===== config.mk =====
export PLATFORM = sky130hd
export DESIGN_NAME = debounce_sync_flat
export DESIGN_NICKNAME = d
export VERILOG_FILES = /design/src/rtl/debounce_sync_pkg.sv /design/src/rtl/debounce_sync_if.sv /design/src/rtl/debounce_sync_sync_chain.sv /design/src/rtl/debounce_sync.sv /design/src/flat_wrapper.sv
export SDC_FILE = /design/constraint.sdc
export NUM_CORES = 1
export LEC_CHECK = 0
export CELL_PAD_IN_SITES_DETAIL_PLACEMENT = 2
export CELL_PAD_IN_SITES_GLOBAL_PLACEMENT = 2
export CORE_AREA = 2 2 39 41
export CTS_BUF_LIST = sky130_fd_sc_hd__clkbuf_16
export DETAILED_ROUTE_END_ITERATION = 10
export DIE_AREA = 0 0 41 43
export DONT_BUFFER_PORTS = 1
export GPL_TIMING_DRIVEN = 0
export PLACE_DENSITY = 0.53
export SLEW_MARGIN = 10
export SYNTH_ARGS = -nofsm -noshare
export SYNTH_HDL_FRONTEND = slang
export SYNTH_SLANG_ARGS = --single-unit

===== constraint.sdc =====
create_clock -name clk -period 1.9 [get_ports clk]
set_input_delay 0.38 -clock clk [delete_from_list [all_inputs] [get_ports clk]]
set_output_delay 0.38 -clock clk [all_outputs]
set_load 0.005 [all_outputs]

===== src/rtl/debounce_sync_pkg.sv =====
// Shared definitions for the single-bit input-conditioning blocks:
// default parameters, counter sizing helper, FSM state and status payload.
package debounce_sync_pkg;

    localparam int unsigned DEF_SYNC_STAGES   = 2;
    localparam int unsigned DEF_STABLE_CYCLES = 8;

    // Ceiling log2, used to size qualification counters.
    function automatic int unsigned clog2_ceil(input int unsigned v);
        int unsigned r;
        r = 0;
        while ((32'd1 << r) < v) begin
            r = r + 1;
        end
        return r;
    endfunction

    localparam int unsigned DEF_CNT_W = clog2_ceil(DEF_STABLE_CYCLES);

    typedef enum logic {
        ST_STABLE  = 1'b0,
        ST_QUALIFY = 1'b1
    } state_t;

    typedef struct packed {
        logic dout;
        logic rise;
        logic fall;
        logic busy;
    } status_t;

endpackage


===== src/rtl/debounce_sync_if.sv =====
// Conditioned-input bundle: raw input towards the debouncer, clean level
// and edge/qualification status back from it.
interface debounce_sync_if;

    logic din;
    logic dout;
    logic rise;
    logic fall;
    logic busy;

    modport master (
        output din,
        input  dout,
        input  rise,
        input  fall,
        input  busy
    );

    modport slave (
        input  din,
        output dout,
        output rise,
        output fall,
        output busy
    );

endinterface


===== src/rtl/debounce_sync_sync_chain.sv =====
// N-stage single-bit synchroniser; plain flops with async active-high reset
// to 0 and nothing between stages, so only stage 1 can go metastable.
module debounce_sync_sync_chain #(
    parameter int unsigned N = 2
) (
    input  logic clk,
    input  logic rst,
    input  logic d,
    output logic q
);

    logic [N-1:0] stages;

    always_ff @(posedge clk or posedge rst) begin
        if (rst) begin
            stages <= '0;
        end else begin
            stages <= {stages[N-2:0], d};
        end
    end

    assign q = stages[N-1];

endmodule


===== src/rtl/debounce_sync.sv =====
// Synchronises and debounces a raw asynchronous input, producing a clean
// level plus single-cycle rise/fall pulses and a qualification-busy flag.
module debounce_sync
    import debounce_sync_pkg::*;
#(
    parameter int unsigned SYNC_STAGES   = DEF_SYNC_STAGES,
    parameter int unsigned STABLE_CYCLES = DEF_STABLE_CYCLES,
    parameter int unsigned CNT_W         = DEF_CNT_W
) (
    input  logic            clk,
    input  logic            rst,
    debounce_sync_if.slave  bus
);

    // The commit fires on the edge that would take cnt to STABLE_CYCLES-1,
    // giving dout a change SYNC_STAGES+STABLE_CYCLES-1 edges after capture.
    localparam logic [CNT_W-1:0] CNT_LAST = CNT_W'(STABLE_CYCLES - 2);

    logic             s_out;
    state_t           state_q;
    state_t           state_n;
    logic [CNT_W-1:0] cnt_q;
    logic [CNT_W-1:0] cnt_n;
    status_t          status_q;
    status_t          status_n;
    logic             mismatch;
    logic             expire;

    debounce_sync_sync_chain #(
        .N (SYNC_STAGES)
    ) u_sync (
        .clk (clk),
        .rst (rst),
        .d   (bus.din),
        .q   (s_out)
    );

    always_ff @(posedge clk or posedge rst) begin
        if (rst) begin
            state_q  <= ST_STABLE;
            cnt_q    <= '0;
            status_q <= '0;
        end else begin
            state_q  <= state_n;
            cnt_q    <= cnt_n;
            status_q <= status_n;
        end
    end

    always_comb begin
        state_n       = state_q;
        cnt_n         = '0;
        status_n      = '0;
        status_n.dout = status_q.dout;
        mismatch      = (s_out != status_q.dout);
        expire        = (cnt_q == CNT_LAST);

        case (state_q)
            ST_STABLE: begin
                if (mismatch) begin
                    if (expire) begin
                        status_n.dout = s_out;
                        status_n.rise = s_out;
                        status_n.fall = ~s_out;
                    end else begin
                        cnt_n   = cnt_q + CNT_W'(1);
                        state_n = ST_QUALIFY;
                    end
                end
            end
            ST_QUALIFY: begin
                // Any agreeing cycle aborts: qualification restarts from zero.
                if (!mismatch) begin
                    state_n = ST_STABLE;
                end else if (expire) begin
                    status_n.dout = s_out;
                    status_n.rise = s_out;
                    status_n.fall = ~s_out;
                    state_n       = ST_STABLE;
                end else begin
                    cnt_n = cnt_q + CNT_W'(1);
                end
            end
            default: begin
                state_n = ST_STABLE;
            end
        endcase

        status_n.busy = (cnt_n != '0);
    end

    assign bus.dout = status_q.dout;
    assign bus.rise = status_q.rise;
    assign bus.fall = status_q.fall;
    assign bus.busy = status_q.busy;

endmodule


===== src/flat_wrapper.sv =====
// flat-port wrapper written by rule: the top's interface ports become plain ports
module debounce_sync_flat import debounce_sync_pkg::*;
#(
    parameter int unsigned SYNC_STAGES   = DEF_SYNC_STAGES,
    parameter int unsigned STABLE_CYCLES = DEF_STABLE_CYCLES,
    parameter int unsigned CNT_W         = DEF_CNT_W
)
  (clk, rst, bus_din, bus_dout, bus_rise, bus_fall, bus_busy);
  debounce_sync_if bus_i ();
  input  logic clk;
  input  logic rst;
  input wire logic [$bits(bus_i.din)-1:0] bus_din;
  output wire logic [$bits(bus_i.dout)-1:0] bus_dout;
  output wire logic [$bits(bus_i.rise)-1:0] bus_rise;
  output wire logic [$bits(bus_i.fall)-1:0] bus_fall;
  output wire logic [$bits(bus_i.busy)-1:0] bus_busy;
  assign bus_i.din = bus_din;
  assign bus_dout = bus_i.dout;
  assign bus_rise = bus_i.rise;
  assign bus_fall = bus_i.fall;
  assign bus_busy = bus_i.busy;
  debounce_sync #(.SYNC_STAGES(SYNC_STAGES), .STABLE_CYCLES(STABLE_CYCLES), .CNT_W(CNT_W)) u_core (.clk(clk), .rst(rst), .bus(bus_i));
endmodule

==> results.cfg <==
[logic_synthesis]
synth_area_um2 = 326.6
syn_area_per_cell_um2 = 14.20
synth_top_cell_by_area = dfrtp_1
synth.area.top_cells = dfrtp_1 (69%), nand3b_1 (4.6%), nor3b_1 (4.6%)
synth.net_count = 26
yosysUniqueCellTypes = 11
synth_most_common_cell = dfrtp_1
ys.flop_type = dfrtp_1
synthTopCellsByCount = dfrtp_1 (9), a21oi_1 (2), nand2b_1 (2), nand3b_1 (2), nor3b_1 (2)
synth_top_area_share_pct = 68.97
ys_warn_count = 0
synthArstFlopShare_pct = 100.0
ys_seq_elements = 9
synthCells = 23
seq_area_frac_synth_pct = 68.97
synth-edff-count = 0

[setup_path]
slowest_delay_ns = 0.41
critPathCaptureType = flop
cp.required_ns = 2.01
r2r_slack_ns = 0.81
arrival_ns = 1.20
crit_slowest_cell = dfrtp_1
start_kind = flop
cp-endpoint = u_core.bus.dout$_DFFE_PP0P_
crit_start = u_core.cnt_q[0]$_DFF_PP0_
crit_type = reg2reg
r2r_cells = 2
path_max_fanout = 5
worstReg2RegEnd = u_core.bus.dout$_DFFE_PP0P_
crit_path_cell_trace = nand3b_1 -> mux2_1
r2r-start = u_core.cnt_q[0]$_DFF_PP0_

[outcome]
violations = negative hold slack
status = finished, violations left

[die]
die_h_um = 43
die_w_um = 41
core_mm2 = 0.001384
die-area_mm2 = 0.001763
start_util_pct = 23.60
rows = 14
io_pins = 7

[clock_tree]
cts_made_buffers = 3
cts-root-buf = clkbuf_16
cts_setup_buffers = 0
clk_pin_slew_ns = 0.04
cts_resized = 0
cts.sinks = 9
ctsHoldBuffers = 0
htreeDepth = 1
cts_tree = yes
worstSkewPairLatency_ns = 0.23
cts.path.max_buffers = 2

[timing]
tightest_slew_ns = 0.3945
finClkSkew_ns = 0.0008449
slew_headroom_pct = 73.51
whs_ns = -0.008729
final_max_slew_viol_count = 0
max_freq_ghz = 0.9168
period_share_pct = 57.41
fin_crit_ns = 1.091
hold_viol = 9
rsz0062_at_grt = false
finalSetupViolCount = 0
tns_ns = 0

[placement]
place_congestion = 0.6011
hpwl_um = 382.8
port-buffer-count = 0

[route]
drt_iter0_drc = 0
drc = 0
drt_wl_total_um = 574
antenna_left = 0
vias = 202
first_pass_iters = 1
wire_per_inst_um = 13.35
vias_per_cell = 4.698

[grt]
grt_pass1_wl_mm = 1.035
antenna_found_initial = 0
grt_overflow = 0
grt_pass1_vias = 217
grt_max_degree = 10
track_usage_pct = 9.707

[layout]
fin_nets = 31
nFillCells = 146
regArea_um2 = 225.2
antenna_cells = 0
syn2layout_area_growth_pct = 30.27
drive_gt1_share_pct = 14.81
multi_input_area_um2 = 97.59

[power]
p_total_mw = 0.7096
power.density_mw_per_mm2 = 1668
ir_drop_mv = 0.4657
p_leak_nw = 0.1857

[min_path]
hold_class = in2async

[run]
max_cap_viol_count = 0
[where the power goes]
| part | total, mW | leakage [nW] | internal [mW] | switching [mW] |
|---|---|---|---|---|
| Clock | 0.362 | 0.0423 | 0.274 | 0.0875 |
| Combinational | 0.0724 | 0.0275 | 0.0399 | 0.0325 |
| Sequential | 0.275 | 0.116 | 0.230 | 0.0455 |
| Total | 0.710 | 0.186 | 0.544 | 0.165 |
[how the worst min path moves through the flow]
stage | slack, ns | cells after the start | endpoint
6_report | -0.009 | 1 | u_core.bus.fall$_DFF_PP0_
5_1_grt | 0.02 | 1 | u_core.bus.rise$_DFF_PP0_
4_1_cts | 0.01 | 1 | u_core.cnt_q[2]$_DFF_PP0_
3_5_place_dp | 0.25 | 1 | u_core.u_sync.stages[0]$_DFF_PP0_
3_3_place_gp | 0.25 | 1 | u_core.u_sync.stages[0]$_DFF_PP0_
2_1_floorplan | 0.21 | 1 | u_core.bus.busy$_DFF_PP0_
[per-layer routing]
| metal | track usage, % | wire length (µm) | vias up |
|---|---|---|---|
| li1 | - | - | 87 |
| met1 | 10.86 | 223 | 106 |
| met2 | 12.19 | 289 | 7 |
| met3 | 6.283 | 39 | 2 |
| met4 | 8.000 | 21 | 0 |
| met5 | 0 | 0 | - |
[critical path: cells and delay by family (launching register included)]
kind          cells  cell delay, ns
mux               1            0.34
flops             1            0.41
simple gates      1            0.22
[state kept, by name (all words and copies together) (netlist names)]
| name | cells |
|---|---|
| u_core.bus.dout | 1 |
| u_core.cnt_q | 3 |
| u_core.bus.busy | 1 |
| u_core.u_sync.stages | 2 |
| u_core.bus.rise | 1 |
| u_core.bus.fall | 1 |
[cell usage in the layout, fill, tap and decap left out, drive strengths merged]
cell,netlist,layout
a211oi,1,1
a21oi,3,3
clkbuf,0,3
dfrtp,9,9
inv,1,2
mux2,1,1
nand2b,2,2
nand3b,2,2
nor3b,2,2
or3b,1,1
xnor2,1,1
[through the flow]
step | worst slack [ns] | instance area, µm² | util, % | instances
2_1_floorplan | 0.8842 | 326.6 | - | 23
3_3_place_gp | 0.8450 | 346.6 | 25.05 | 39
3_5_place_dp | 0.8133 | 346.6 | 25.05 | 39
4_1_cts | 0.7928 | 425.4 | 30.74 | 43
5_1_grt | 0.7521 | 425.4 | 30.74 | 43
6_report | 0.8093 | 425.4 | 30.74 | 43
[logic make-up after synthesis]
logic type	synth area share (%)
DFF	68.97
and+or+nand+nor	15.71
AOI/OAI and AO/OA	8.047
xor gates and xnor gates	2.682
muxes	3.448
buffers and inverters	1.148
[final cells by class]
| type | count | share of cell area [%] |
|---|---|---|
| Clock buffer | 3 | 17.65 |
| Clock inverter | 1 | 0.8824 |
| Inverter | 1 | 0.8824 |
| Multi-Input combinational cell | 13 | 22.94 |
| Sequential cell | 9 | 52.94 |
| Tap cell | 16 | 4.706 |
No activity file was read; power rests on OpenSTA's default activity.
